## src/rtl/debounce_multi_pkg.sv

```systemverilog
`default_nettype none
// ============================================================================
// Module   : debounce_multi_pkg
// Purpose  : Shared event type and width helpers for debounce_multi.
// Revision : 1.0 - initial release
// ============================================================================
package debounce_multi_pkg;

    // Widest channel index an event can carry; the top uses the low bits.
    localparam int c_EV_CHAN_W = 16;

    typedef struct packed {
        logic [c_EV_CHAN_W-1:0] chan;
        logic                   level;
    } ev_t;

    function automatic int chan_w(input int n);
        return (n > 1) ? $clog2(n) : 1;
    endfunction

    function automatic int occ_w(input int depth);
        return $clog2(depth + 1);
    endfunction

endpackage
`default_nettype wire

```

## src/rtl/debounce_chan.sv

```systemverilog
`default_nettype none
// ============================================================================
// Module   : debounce_chan
// Purpose  : One debounce channel: 2-FF synchroniser, saturating stability
//            counter, debounced level, rise/fall pulses and, when
//            DEBOUNCE_MULTI_HOLD_EN is defined, a long-press hold pulse.
// Revision : 1.0 - initial release
// ============================================================================
module debounce_chan
    import debounce_multi_pkg::*;
#(
    parameter int BITS      = 8,
    parameter int HOLD_BITS = 16
) (
    input  logic clk,
    input  logic rst,
    input  logic sig_in,
    output logic level,
    output logic stable,
    output logic rise,
    output logic fall,
    output logic update
`ifdef DEBOUNCE_MULTI_HOLD_EN
    ,
    output logic hold
`endif
);

    logic            r_s0;
    logic            r_s1;
    logic [BITS-1:0] r_cnt;
    logic            r_level;
    logic            r_rise;
    logic            r_fall;
    logic            w_stable;
    logic            w_update;

    assign w_stable = &r_cnt;
    assign w_update = w_stable && (r_s1 != r_level);

    always_ff @(posedge clk) begin
        if (rst) begin
            r_s0    <= 1'b0;
            r_s1    <= 1'b0;
            r_cnt   <= '0;
            r_level <= 1'b0;
            r_rise  <= 1'b0;
            r_fall  <= 1'b0;
        end else begin
            r_s0 <= sig_in;
            r_s1 <= r_s0;
            if (r_s0 != r_s1) begin
                r_cnt <= '0;
            end else if (!w_stable) begin
                r_cnt <= r_cnt + BITS'(1);
            end
            r_rise <= w_update && r_s1;
            r_fall <= w_update && !r_s1;
            if (w_update) begin
                r_level <= r_s1;
            end
        end
    end

    assign level  = r_level;
    assign stable = w_stable;
    assign rise   = r_rise;
    assign fall   = r_fall;
    assign update = w_update;

`ifdef DEBOUNCE_MULTI_HOLD_EN
    logic [HOLD_BITS-1:0] r_hcnt;
    logic                 r_hold;

    // Pulse on the edge where the counter lands on all-ones.
    always_ff @(posedge clk) begin
        if (rst) begin
            r_hcnt <= '0;
            r_hold <= 1'b0;
        end else if (!r_level || w_update) begin
            r_hcnt <= '0;
            r_hold <= 1'b0;
        end else if (!(&r_hcnt)) begin
            r_hcnt <= r_hcnt + HOLD_BITS'(1);
            r_hold <= (r_hcnt == {{(HOLD_BITS-1){1'b1}}, 1'b0});
        end else begin
            r_hold <= 1'b0;
        end
    end

    assign hold = r_hold;
`else
    logic [HOLD_BITS-1:0] w_unused_hold;
    assign w_unused_hold = '0;
`endif

endmodule
`default_nettype wire

```

## src/rtl/debounce_multi.sv

```systemverilog
`default_nettype none
// ============================================================================
// Module   : debounce_multi
// Purpose  : Multi-channel debouncer merging level changes into an ordered
//            valid/ready event stream. Define DEBOUNCE_MULTI_HOLD_EN to add
//            per-channel long-press hold pulses.
// Revision : 1.0 - initial release
// ============================================================================
module debounce_multi
    import debounce_multi_pkg::*;
#(
    parameter int  CHANNELS  = 8,
    parameter int  BITS      = 8,
    parameter int  DEPTH     = 4,
    parameter int  HOLD_BITS = 16,
    localparam int c_CW      = chan_w(CHANNELS),
    localparam int c_OW      = occ_w(DEPTH)
) (
    input  logic                clk,
    input  logic                rst,
    input  logic [CHANNELS-1:0] sig_in,
    output logic [CHANNELS-1:0] level,
    output logic [CHANNELS-1:0] stable,
    output logic [CHANNELS-1:0] rise,
    output logic [CHANNELS-1:0] fall,
    output logic                ev_valid,
    input  logic                ev_ready,
    output logic [c_CW-1:0]     ev_chan,
    output logic                ev_level,
    output logic [c_OW-1:0]     ev_count,
    output logic                lost,
    input  logic                lost_clr
`ifdef DEBOUNCE_MULTI_HOLD_EN
    ,
    output logic [CHANNELS-1:0] hold
`endif
);

    localparam int c_PW = $clog2(DEPTH);

    logic [CHANNELS-1:0] w_update;
    logic [CHANNELS-1:0] r_pend;
    logic [CHANNELS-1:0] w_pick;
    logic [CHANNELS-1:0] w_clr;
    logic [c_CW-1:0]     w_arb_idx;
    logic                w_any;
    logic                w_push;
    logic                w_pop;
    logic                w_full;
    logic                w_valid;
    logic                w_coalesce;
    ev_t                 w_push_ev;
    ev_t                 w_head;
    logic                w_unused_head;
    logic                r_lost;

    ev_t                 r_mem [DEPTH];
    logic [c_PW-1:0]     r_wr;
    logic [c_PW-1:0]     r_rd;
    logic [c_OW-1:0]     r_cnt;

    for (genvar gi = 0; gi < CHANNELS; gi++) begin : g_chan
        debounce_chan #(
            .BITS      (BITS),
            .HOLD_BITS (HOLD_BITS)
        ) u_chan (
            .clk    (clk),
            .rst    (rst),
            .sig_in (sig_in[gi]),
            .level  (level[gi]),
            .stable (stable[gi]),
            .rise   (rise[gi]),
            .fall   (fall[gi]),
            .update (w_update[gi])
`ifdef DEBOUNCE_MULTI_HOLD_EN
            ,
            .hold   (hold[gi])
`endif
        );
    end

    // Fixed priority: lowest pending channel index wins.
    always_comb begin
        logic w_found;
        w_found   = 1'b0;
        w_pick    = '0;
        w_arb_idx = '0;
        for (int i = 0; i < CHANNELS; i++) begin
            if (r_pend[i] && !w_found) begin
                w_found   = 1'b1;
                w_pick[i] = 1'b1;
                w_arb_idx = c_CW'(i);
            end
        end
        w_any = w_found;
    end

    assign w_full  = (r_cnt == c_OW'(DEPTH));
    assign w_valid = (r_cnt != '0);
    // A full FIFO refuses the push even when a pop frees a slot this cycle.
    assign w_push  = w_any && !w_full;
    assign w_pop   = w_valid && ev_ready;
    assign w_clr   = w_push ? w_pick : '0;

    assign w_coalesce = |(w_update & r_pend & ~w_clr);

    always_comb begin
        w_push_ev       = '0;
        w_push_ev.chan  = c_EV_CHAN_W'(w_arb_idx);
        w_push_ev.level = |(w_pick & level);
    end

    always_ff @(posedge clk) begin
        if (rst) begin
            r_pend <= '0;
            r_lost <= 1'b0;
        end else begin
            r_pend <= (r_pend & ~w_clr) | w_update;
            if (w_coalesce) begin
                r_lost <= 1'b1;
            end else if (lost_clr) begin
                r_lost <= 1'b0;
            end
        end
    end

    always_ff @(posedge clk) begin
        if (rst) begin
            r_wr  <= '0;
            r_rd  <= '0;
            r_cnt <= '0;
        end else begin
            if (w_push) begin
                r_wr <= r_wr + c_PW'(1);
            end
            if (w_pop) begin
                r_rd <= r_rd + c_PW'(1);
            end
            r_cnt <= r_cnt + c_OW'(w_push) - c_OW'(w_pop);
        end
    end

    always_ff @(posedge clk) begin
        if (w_push) begin
            r_mem[r_wr] <= w_push_ev;
        end
    end

    assign w_head        = r_mem[r_rd];
    assign w_unused_head = ^w_head;

    assign ev_valid = w_valid;
    assign ev_chan  = w_valid ? w_head.chan[c_CW-1:0] : '0;
    assign ev_level = w_valid && w_head.level;
    assign ev_count = r_cnt;
    assign lost     = r_lost;

endmodule
`default_nettype wire

```

## config.mk

```make
export PLATFORM = sky130hd
export DESIGN_NAME = debounce_multi
export DESIGN_NICKNAME = d
export VERILOG_FILES = /design/src/rtl/debounce_multi_pkg.sv /design/src/rtl/debounce_chan.sv /design/src/rtl/debounce_multi.sv
export SDC_FILE = /design/constraint.sdc
export NUM_CORES = 1
export LEC_CHECK = 0
export ABC_AREA = 1
export CAP_MARGIN = 10
export CORE_AREA = 3 3 166 168
export DETAILED_ROUTE_END_ITERATION = 10
export DIE_AREA = 0 0 169 171
export SLEW_MARGIN = 40
export SYNTH_ARGS = -nofsm -noshare
export SYNTH_HDL_FRONTEND = slang
export SYNTH_HIERARCHICAL = 1
export SYNTH_SLANG_ARGS = --single-unit
```

## constraint.sdc

```tcl
create_clock -name clk -period 3 [get_ports clk]
set_input_delay 0.6 -clock clk [delete_from_list [all_inputs] [get_ports clk]]
set_output_delay 0.6 -clock clk [all_outputs]
set_load 0.01 [all_outputs]
```

==> results by group <==
Detailed routing
  – Iter 0 DRT Violations: 314
  – Vias: 5,380
  – Routed Antenna Nets: 0
  – DR vias/cell: 4.15
  – Final WL: 13,400 microns
  – Pre-Repair DR Iteration Count: 6
  – Average routed wire per standard cell: 10.3 microns
  – Residual DRC: 0

Place
  – DP HPWL: 9870 microns
  – Port Buffers: 52
  – Pre-CTS setup slack: 0.481 ns
  – Cell Area, Placed: 0.00737 sq mm
  – GP Congestion: 0.804
  – Inst Count DP: 1,265

Clock network
  – Max clock buf depth: 2
  – TritonCTS buffer count: 17
  – TritonCTS clock tree: yes
  – Root buf cell: clkbuf_16
  – Clock Latency Late Sink: 0.42 ns
  – H-tree depth: 4
  – Hold buffers post-CTS: 0
  – Post-CTS Resized: 0
  – Clock-pin slew on the worst setup and hold paths: 0.06 ns
  – CTS sink count: 138
  – Postcts setup bufs: 0

Floorplan
  – Core area: 0.0261 sq mm
  – Die Ht: 171 microns
  – Initial core utilization: 25.1%
  – Die width: 169 microns
  – # IOs: 53
  – Row cnt: 59
  – DIE AREA: 0.0289 sq mm

Global route
  – GRT met3 Usage: 3.07%
  – Largest net degree at the start of global routing: 66
  – Grt ovf: 0
  – GR peak layer: met2
  – Vias in the first global route: 5,033
  – Global-route wire length before repair: 23,100 microns
  – Grt met2 use: 16.1%
  – GRT met1 Usage: 12.1%
  – GRT Total Usage: 9.67%
  – Initial antenna violation count: 0

Run status
  – Outcome: completed

Timing
  – Max-slew violations: 0
  – Fmax: 358 MHz
  – RSZ-0062 raised after global routing: no
  – Finish-stage setup viols: 0
  – Crit path time final: 2.79 ns
  – Slew HR: 63.4%
  – Setup TNS: 0 ns
  – Worst-margin pin slew: 0.544 ns
  – Hold Violations, Final: 0
  – Setup WS post-layout: 0.209 ns
  – Clock Skews: 0.0131 ns
  – Final period util: 93.0%

Min path
  – Hold WC Path Type: register to register

Logic synthesis
  – Syn Area/Cell: 7.35 sq um
  – FFs w/ async S/R, synth: 0%
  – Synth unique cells: 30
  – Simple-gate share of the synthesized area: 36.8%
  – Post-Synth XOR/XNOR Area: 0.134%
  – Sequential area share after synthesis: 44.8%
  – Largest family of logic cells by synthesized area: simple AND/OR/NAND/NOR gates
  – Post-synth EDFFs: 16
  – Fraction of synthesized area in multiplexers: 0%
  – Register bit total from synthesis: 138
  – Top_reg_cell synth: dfxtp_1
  – Adder-Cell Fraction of Synth Area: 2.99%
  – Mapped Area: 0.00653 sq mm
  – Area contributors post-synth: dfxtp_1 37%, nand2_1 12%, nor2_1 8.9%, edfxtp_1 7.4%, inv_1 6.2%
  – Yosys warnings: 6
  – Post-synth top area cell: dfxtp_1
  – Post-Synthesis Cells: 889
  – Compound-Gate Fraction of Synth Area: 6.28%
  – Top-area cell type share of the netlist area: 37.4%
  – Net Count, Synth: 916

Setup path
  – Setup crit end kind: primary output
  – CP arrival: 2.19 ns
  – Critical path class: register to primary output
  – Worst setup SP type: register
  – Crit-path max FO: 11
  – WP data required: 2.40 ns

Power and ir drop
  – Pwr dens: 574 mW/mm^2
  – VDD IR-drop max: 379 uV
  – Power consumption: 4.56 mW
  – Leak: 3.20 nW

Finish
  – Fin cells: 1,297
  – Layout area overhead: 21.7%
  – Share of layout cells above drive strength 1: 10.4%
  – Final net count: 976
  – Design area: 0.00795 sq mm
  – Most frequent cells in the layout: 211 x nand2_1, 155 x nor2_1, 122 x dfxtp_1, 108 x inv_1, 69 x nand3_1
  – Ant. Diodes: 0
  – Most common cell after layout, fill and taps aside: nand2_1

Job
  – Maximum capacitance violations: 0
worst paths after layout:
check | start | endpoint | cells past startpoint | slack, ns
setup reg to reg | r_pend[1] | ev_count[2] | 13 | 0.47
setup / recovery | g_chan[6].u_chan/r_cnt[1] | stable[6] | 6 | 0.21
hold reg to reg | g_chan[4].u_chan/r_s0 | g_chan[4].u_chan/r_s1 | 2 | 0.45
hold / removal | g_chan[4].u_chan/r_s0 | g_chan[4].u_chan/r_s1 | 2 | 0.45
cell usage after synthesis (all sizes together), types with 2 or more instances:
library cell and n:
clkbuf 3, a21oi 45, nor3 42, nor2 173, o21ai 16, nand4 2, nand2 229, nand3 70
o2111ai 2, buf 9, edfxtp 16, nor3b 4, inv 128, ha 14, dfxtp 122, a31oi 8
critical path: stages (launching register included):
cell and delay (ns):
dfxtp_1 0.39, ha_1 0.20, nand2_2 0.10, nor2_4 0.12
nand2_2 0.17, inv_1 0.20, clkdlybuf4s50_1 0.59
kinds of logic after synthesis:
logic type               Yosys count
AND/OR/NAND/NOR                  520
flip-flops                       138
AO/OA/AOI/OAI                     75
XOR/XNOR                           1
buffers and inverters            140
adder cells (fa/ha/maj)           15
metal layers:
metal  wire length (microns)  part of all wire, %  vias up
met1                    6490                   49     2365
met3                     649                  4.9        6
met4                      89                 0.67        0
li1                        -                    -     2938
met5                       0                    0        -
met2                    6140                   46       71
where the power goes:
| group | switching, mW | leakage, nW | internal [mW] | total (mW) |
|---|---|---|---|---|
| registers | 0.0709 | 1.14 | 1.93 | 2.00 |
| logic | 0.277 | 1.78 | 0.238 | 0.514 |
| clock network | 0.820 | 0.278 | 1.23 | 2.05 |
| total | 1.17 | 3.20 | 3.39 | 4.56 |
cell type report:
type                            instances  area (sq um)
Inverter                              128           480
Tap cell                              335           419
Sequential cell                       138          2920
Timing Repair Buffer                   53           536
Clock inverter                         13           143
Multi-Input combinational cell        611          3020
Fill cell                            2761         18100
Clock buffer                           19           433
flip-flops by register name, indices dropped and copies added, names as in the netlist, named ones only:
name / cells
g_chan.u_chan/r_cnt: 64
r_mem: 16
g_chan.u_chan/fall: 8
g_chan.u_chan/level: 8
g_chan.u_chan/r_s0: 8
g_chan.u_chan/r_s1: 8
g_chan.u_chan/rise: 8
r_pend: 8
ev_count: 3
r_rd: 2
r_wr: 2
lost: 1
per-stage QoR:
step                util [%]  hold slack (ns)
floorplan                  -            0.425
global placement        28.3            0.436
detailed placement      28.3            0.439
CTS                     30.5            0.450
global route            30.5            0.461
finish                  30.5            0.447
No activity file was read; power rests on OpenSTA's default activity.
